`src/rtl/ms_pattern_sequencer.sv`:
```
// Pattern sequencer: plays pattern memory words on port_ms_o with per-step hold,
// pass looping, optional input trigger and per-step capture of the synchronized input.
module ms_pattern_sequencer #(
  parameter int         DEPTH       = 16,
  parameter int         ADDR_W      = $clog2(DEPTH),
  parameter int         HOLD_W      = 16,
  parameter logic [7:0] IDLE_VAL    = 8'h00,
  parameter int         SYNC_STAGES = 2
) (
  input  logic              clk,
  input  logic              rst_n,
  input  logic              pat_we,
  input  logic [ADDR_W-1:0] pat_addr,
  input  logic [7:0]        pat_wdata,
  input  logic [ADDR_W-1:0] cfg_len,
  input  logic [HOLD_W-1:0] cfg_hold,
  input  logic [7:0]        cfg_loops,
  input  logic              cfg_trig_en,
  input  logic              start,
  input  logic              stop,
  input  logic              port_ms_i,
  output logic [7:0]        port_ms_o,
  output logic              step_stb,
  output logic              busy,
  output logic              done,
  output logic              aborted,
  output logic [7:0]        cap_data
);

  typedef enum logic [1:0] {
    ST_IDLE = 2'd0,
    ST_ARM  = 2'd1,
    ST_RUN  = 2'd2,
    ST_DONE = 2'd3
  } state_t;

  state_t state_reg, state_next;

  logic [7:0] pat_mem [DEPTH];

  logic [SYNC_STAGES-1:0] sync_reg;
  logic                   ms_prev_reg;
  logic                   ms_s;
  logic                   ms_rise;

  logic [ADDR_W-1:0] step_reg, step_next;
  logic [HOLD_W-1:0] hold_cnt_reg, hold_cnt_next;
  logic [7:0]        loop_cnt_reg, loop_cnt_next;

  logic [ADDR_W-1:0] len_reg, len_next;
  logic [HOLD_W-1:0] hold_reg, hold_next;
  logic [7:0]        loops_reg, loops_next;

  logic [7:0] out_reg, out_next;
  logic       stb_reg, stb_next;
  logic       done_reg, done_next;
  logic       aborted_reg, aborted_next;
  logic [7:0] cap_reg, cap_next;

  // Pattern memory is deliberately not reset; the run reads it only at step entry.
  always_ff @(posedge clk) begin
    if (pat_we) begin
      pat_mem[pat_addr] <= pat_wdata;
    end
  end

  always_ff @(posedge clk) begin
    if (!rst_n) begin
      sync_reg    <= '0;
      ms_prev_reg <= 1'b0;
    end else begin
      sync_reg    <= {sync_reg[SYNC_STAGES-2:0], port_ms_i};
      ms_prev_reg <= ms_s;
    end
  end

  assign ms_s    = sync_reg[SYNC_STAGES-1];
  assign ms_rise = ms_s & ~ms_prev_reg;

  always_comb begin
    state_next    = state_reg;
    step_next     = step_reg;
    hold_cnt_next = hold_cnt_reg;
    loop_cnt_next = loop_cnt_reg;
    len_next      = len_reg;
    hold_next     = hold_reg;
    loops_next    = loops_reg;
    out_next      = IDLE_VAL;
    stb_next      = 1'b0;
    done_next     = 1'b0;
    aborted_next  = 1'b0;
    cap_next      = cap_reg;

    unique case (state_reg)
      ST_IDLE: begin
        if (start && !stop) begin
          len_next      = cfg_len;
          hold_next     = cfg_hold;
          loops_next    = cfg_loops;
          cap_next      = '0;
          step_next     = '0;
          hold_cnt_next = '0;
          loop_cnt_next = '0;
          if (cfg_trig_en) begin
            state_next = ST_ARM;
          end else begin
            state_next = ST_RUN;
            out_next   = pat_mem[0];
            stb_next   = 1'b1;
          end
        end
      end

      ST_ARM: begin
        if (stop) begin
          state_next   = ST_IDLE;
          aborted_next = 1'b1;
        end else if (ms_rise) begin
          state_next = ST_RUN;
          out_next   = pat_mem[0];
          stb_next   = 1'b1;
        end
      end

      ST_RUN: begin
        if (stop) begin
          state_next   = ST_IDLE;
          aborted_next = 1'b1;
        end else begin
          out_next = out_reg;
          if (hold_cnt_reg == hold_reg) begin
            // Last cycle of the step: sample input, then pick the next step.
            cap_next      = {cap_reg[6:0], ms_s};
            hold_cnt_next = '0;
            if (step_reg < len_reg) begin
              step_next = step_reg + 1'b1;
              out_next  = pat_mem[step_next];
              stb_next  = 1'b1;
            end else if (loop_cnt_reg < loops_reg) begin
              step_next     = '0;
              loop_cnt_next = loop_cnt_reg + 1'b1;
              out_next      = pat_mem[0];
              stb_next      = 1'b1;
            end else begin
              state_next = ST_DONE;
              done_next  = 1'b1;
              out_next   = IDLE_VAL;
            end
          end else begin
            hold_cnt_next = hold_cnt_reg + 1'b1;
          end
        end
      end

      ST_DONE: begin
        state_next = ST_IDLE;
      end

      default: begin
        state_next = ST_IDLE;
      end
    endcase
  end

  always_ff @(posedge clk) begin
    if (!rst_n) begin
      state_reg    <= ST_IDLE;
      step_reg     <= '0;
      hold_cnt_reg <= '0;
      loop_cnt_reg <= '0;
      len_reg      <= '0;
      hold_reg     <= '0;
      loops_reg    <= '0;
      out_reg      <= IDLE_VAL;
      stb_reg      <= 1'b0;
      done_reg     <= 1'b0;
      aborted_reg  <= 1'b0;
      cap_reg      <= '0;
    end else begin
      state_reg    <= state_next;
      step_reg     <= step_next;
      hold_cnt_reg <= hold_cnt_next;
      loop_cnt_reg <= loop_cnt_next;
      len_reg      <= len_next;
      hold_reg     <= hold_next;
      loops_reg    <= loops_next;
      out_reg      <= out_next;
      stb_reg      <= stb_next;
      done_reg     <= done_next;
      aborted_reg  <= aborted_next;
      cap_reg      <= cap_next;
    end
  end

  assign port_ms_o = out_reg;
  assign step_stb  = stb_reg;
  assign busy      = (state_reg == ST_ARM) || (state_reg == ST_RUN);
  assign done      = done_reg;
  assign aborted   = aborted_reg;
  assign cap_data  = cap_reg;

endmodule
```
`config.mk`:
```
export PLATFORM = sky130hd
export DESIGN_NAME = ms_pattern_sequencer
export DESIGN_NICKNAME = d
export VERILOG_FILES = /design/src/rtl/ms_pattern_sequencer.sv
export SDC_FILE = /design/constraint.sdc
export NUM_CORES = 1
export LEC_CHECK = 0
export CAP_MARGIN = 10
export CORE_MARGIN = 2
export CORE_UTILIZATION = 35
export DETAILED_ROUTE_END_ITERATION = 10
export PLACE_DENSITY = 0.56
export SKIP_CTS_REPAIR_TIMING = 1
export SLEW_MARGIN = 20
export SYNTH_ARGS = -nofsm -noshare
export SYNTH_HDL_FRONTEND = slang
export SYNTH_SLANG_ARGS = --single-unit
export TNS_END_PERCENT = 10
```
`constraint.sdc`:
```
create_clock -name clk -period 3 [get_ports clk]
set_clock_uncertainty 0.2 [all_clocks]
set_input_delay 0.6 -clock clk [delete_from_list [all_inputs] [get_ports clk]]
set_output_delay 0.6 -clock clk [all_outputs]
set_load 0.01 [all_outputs]
```
Word-level counts from Yosys, hierarchy flattened
Memory sizes are Yosys's and may differ from the RTL's.
Cells that the tools add are included.
- flip-flop bits (word level): 80
- bits in latches: 0
- memory bits (writable): 128
- memory bits (read-only): 0
- input port bits: 47
- logic and storage cells: 103
- memories: 1
- memories (memory ; depth ; bits a word ; read ports ; clocked after Yosys merged registers in ; wr ports ; line ; RTL):
    pat_mem ; 16 ; 8 ; 2 ; 0 ; 1 ; 39 ; logic [7:0] pat_mem [DEPTH];
- add/subtract/negate cells: 3
- $mul: 0
- div/mod/pow operators: 0
- magnitude comparators: 2
- equal/unequal tests: 14
- shift operators: 0
- muxes and demuxes: 50
- bitwise operators: 5
- reduce and logical (&&, ||, !) cells: 14
- operator list (kind ; count):
    2-to-1 mux 8 bit ; 15
    2-to-1 mux 16 bit ; 3
    one-hot mux 16 bit (2 select lines) ; 1
    one-hot mux 8 bit (2 select lines) ; 2
    one-hot mux 8 bit (3 select lines) ; 1
    2-to-1 mux 4 bit ; 5
    adder 16 x 1 -> 16 bit, second input constant ; 1
    equality test 16 bit ; 1
    2-to-1 mux 2 bit ; 8
    != test 3 bit, second input constant ; 5
    2-to-1 mux 1 bit ; 12
    != test 2 bit, second input constant ; 5
    AND reduction 5 bit ; 2
    adder 8 x 1 -> 8 bit, second input constant ; 1
    less-than comparator 8 bit ; 1
    one-hot mux 2 bit (4 select lines) ; 1
    one-hot mux 4 bit (2 select lines) ; 1
    AND reduction 6 bit ; 1
    OR reduction 5 bit ; 1
    adder 4 x 1 -> 4 bit, second input constant ; 1
    equality test 2 bit, second input constant ; 2
    less-than comparator 4 bit ; 1
    inverter 1 bit ; 4
    AND reduction 2 bit ; 2
    11 further kinds ; 11

Depth between registers and ports, before layout
- word-level depth: 6
- mapped depth: 10
- mapped depth without buffers: 8

Worst setup path before layout
Ideal clock, no wire load.
- kind: register -> register
- from: reg step_reg[1]
- to: reg out_reg[3] (netlist: port_ms_o[3])
- arrival: 2420 ps
- data required time: 2677 ps
- path slack: 257 ps
- cell stages (with the launch flop): 9
- path buffers: 3
- clock period less this slack: 2743 ps
- path through: dfxtp_1 ha_1 buf_2 buf_1 clkbuf_1 mux4_2 mux2_2 a222oi_1 o21ai_1
- cells in the longest elaborated chain, start to end: 6
- elaborated cells on any way between the ends: 7
- those cells by class: 1 x add/sub; 1 x order compare; 4 x mux; 1 x memory
- RTL lines (element ; line ; RTL):
    start: declaration ; 46 ; logic [ADDR_W-1:0] step_reg, step_next;
    start signal: assignment ; 181 ; step_reg <= step_next;
    adder 4 x 1 -> 4 bit ; 136 ; step_next = step_reg + 1'b1;
    memory read (16 x 8 bit) ; -- ;
    2-to-1 mux 8 bit (*) ; 135 ; if (step_reg < len_reg) begin
    2-to-1 mux 8 bit (*) ; 131 ; if (hold_cnt_reg == hold_reg) begin
    2-to-1 mux 8 bit (*) ; 126 ; if (stop) begin
    one-hot mux 8 bit (3 select lines) (*) ; 94 ; unique case (state_reg)
    end signal: assignment ; 187 ; out_reg <= out_next;
    end: declaration ; 54 ; logic [7:0] out_reg, out_next;
Every way passes the cells marked *; elsewhere a longest branch is shown, timed or not. The select of a mux whose other input is x is not followed.
A chain may end at the register's enable or synchronous reset.

Worst setup path after layout
- from: reg state_reg[0]
- to: out busy
- cells in the longest elaborated chain, start to end: 2
- elaborated cells on any way between the ends: 3
- those cells by class: 2 x eq/ne; 1 x reduce/logical
- RTL lines (element ; line ; RTL):
    start: declaration ; 37 ; state_t state_reg, state_next;
    start signal: assignment ; 180 ; state_reg <= state_next;
    equality test 2 x 1 -> 1 bit / equality test 2 bit (equally long branches) ; 197 ; assign busy = (state_reg == ST_ARM) || (state_reg == ST_RUN);
    logical OR 1 bit (*) ; 197 ;
    end: declaration ; 24 ; output logic busy,
Every way passes the cells marked *; elsewhere a longest branch is shown, timed or not.

==> out/metrics.cfg <==
[critical_path]
cp.required_ns = 2.20
crit_type = reg2out
start_kind = register
path_max_fanout = 4
crit_path_end_kind = primary output
critical_path_arrival_ns = 1.85

[drt]
wl_mm = 19.5
viasPerCell = 5.00
vias = 5524
dr.pass1.iters = 6
drt_iter0_drc = 367
post_drt_wl_per_cell_microns = 17.6
drcViolationCount = 0
antenna_left = 0

[power]
cellLeakagePower_nw = 3.73
power_switching_mw = 1.52
p_int_mw = 5.23
powerDensity_mw_per_mm2 = 628
p_comb_share_pct = 9.7
seq_power_share_pct = 46.9
switching_share_pct = 22.6
ir_drop_v = 0.000482
clockPowerShare_pct = 43.4

[timing]
fin_ws_ns = 0.348
fmax_ghz = 0.377
drv_slew = 0
slew-limit-headroom_pct = 55.3
rsz0062_at_grt = false
period_needed_ns = 2.65
hold_violations = 0
tightest_slew_ns = 0.669
setup_tns_ns = 0
min_period_over_period_pct = 88.4
setup_violations = 0

[synthesis]
synth_cell_types = 51
synth_adder_area_share_pct = 2.44
ys_seq_area_share_pct = 62.3
synth_top_family_by_area = simple AND/OR/NAND/NOR gates
synth_top_cell_area_share_pct = 44.0
synth_edf_count = 128
synth.area.top_cells = edfxtp_1 44%, dfxtp_1 18%, mux4_2 8.3%
synthMuxAreaShare_pct = 10.9
synth-compound-area-share_pct = 6.68
syn_area_sq_mm = 0.00873
synth.most_common_cell = edfxtp_1
synthSimpleGateAreaFrac_pct = 12.4
synthTopCellsByCount = 128 x edfxtp_1, 106 x nand2_1, 80 x dfxtp_1
synth_area_leader_cell = edfxtp_1
syn-num-nets = 732
synth_cells = 668
synth-async-reset-ratio_pct = 0
synth.avg_cell_area_sq_um = 13.1
ys.flop_type = edfxtp_1
ys_warn_count = 0
ys_ff_latch = 208
yosys.area_share.xor_xnor_pct = 3.21

[clocking]
cts_root_buffer = clkbuf_16
cts_made_buffers = 23
cts.path.max_buffers = 3
clk_latency_ns = 0.50
cts_sinks = 208
htreeDepth = 1
clk_pin_slew_worst_paths_ns = 0.06
cts_tree = done

[placed_design]
io_buffers = 66
dp.cells = 1063
place_congestion = 0.801
dp_slack_ns = 0.250
hpwl_mm = 13.3

[worst_hold_path]
hp-class = reg2reg

[global_route]
grt_usage_pct = 15.1
antenna_found_initial = 0
grt_pass1_wl_mm = 31.0
overflow = 0
grt_max_degree = 37
grt_pass1_vias = 5792

[finish]
antenna_cells = 0
layout.cells.non_filler = 1105
postLayoutCoreUtil_pct = 44.1
drive_gt1_share_pct = 15.9
fin_nets = 828
largest_reg_flops = 128
area_growth_pct = 23.2

[floorplan]
dieHeight_microns = 162
rows = 57
core_area_sq_mm = 0.0244
die_area_sq_mm = 0.0262
die_x_microns = 162
top_level_ports = 67
start_util_pct = 35.8

[run]
cap_violations = 0

[outcome]
outcome = finished, final reports clean

==> area by class of cell <==
class                      count  area [sq um]
fill                        2261         13600
tap                          324           405
clock inverter                16           208
inverter                      17          63.8
timing repair buffer         100           941
clock buffer                  26           587
multi-input combinational    414          3110
sequential                   208          5450
==> metal layers <==
metal	part of all wire [%]	vias up	global-route usage [%]
met5	0	-	0
met4	2.4	0	4.10
met3	4.6	39	2.48
met2	49	126	25.9
met1	44	2706	19.9
li1	-	2653	-
==> cell usage in the layout (no fill, tap or decap), types with 3 or more instances in the layout <==
cell               n
edfxtp_1         128
nand2_1          106
dfxtp_1           79
clkdlybuf4s50_1   66
nor2_1            37
a21oi_1           35
mux4_2            32
buf_4             32
clkbuf_16         23
xor2_1            22
ha_1              17
inv_1             16
mux2_2            16
o21ai_1           15
nand3_1           12
a21boi_1          12
and3_1            11
xnor2_1           10
nor3_1             9
nand2b_1           8
nor2b_1            8
a222oi_1           8
nand4_1            8
and2_1             6
clkinv_1           6
nand3b_1           5
mux2i_1            5
bufinv_16          5
nor4_2             3
a21o_1             3
o21ai_0            3
clkbuf_1           3
==> kinds of logic (layout without fill, tap and decap cells) <==
group	after synthesis	after routing
AND/OR/NAND/NOR	223	223
multiplexers	53	53
AO/OA/AOI/OAI	89	89
adder cells (fa/ha/maj)	17	17
flip-flops	208	208
buffers and inverters	46	159
XOR/XNOR	32	32
==> per-stage QoR <==
step | instance area, sq um | total power, mW | hold WS (ns)
floorplan | 8730 | 3.61 | 0.212
finish | 10800 | 6.76 | 0.240
global route | 10800 | 7.01 | 0.253
CTS | 10800 | 6.82 | 0.245
detailed placement | 9960 | 3.88 | 0.231
global placement | 9960 | 3.86 | 0.230
==> final timing paths <==
kind | from | endpoint | slack, ns | cells after the start
hold / removal | sync_reg[0] | sync_reg[1] | 0.24 | 1
hold reg to reg | sync_reg[0] | sync_reg[1] | 0.24 | 1
setup reg to reg | step_reg[1] | port_ms_o[2] | 0.44 | 6
setup / recovery | state_reg[0] | busy | 0.35 | 3
==> power groups by stage <==
stage | Clock [mW] | Combinational [mW] | Sequential [mW]
final | 2.93 | 0.655 | 3.17
after global routing | 3.11 | 0.720 | 3.17
after CTS | 2.99 | 0.659 | 3.17
after detailed placement | 0 | 0.656 | 3.23
after global placement | 0 | 0.638 | 3.22
after floorplan | 0 | 0.392 | 3.22
==> critical path: stages (launching register included) <==
cell	delay, ns
dfxtp_1	0.37
inv_1	0.09
ha_1	0.34
clkdlybuf4s50_1	0.55
Note: power is estimated with default switching activity, not from simulation.
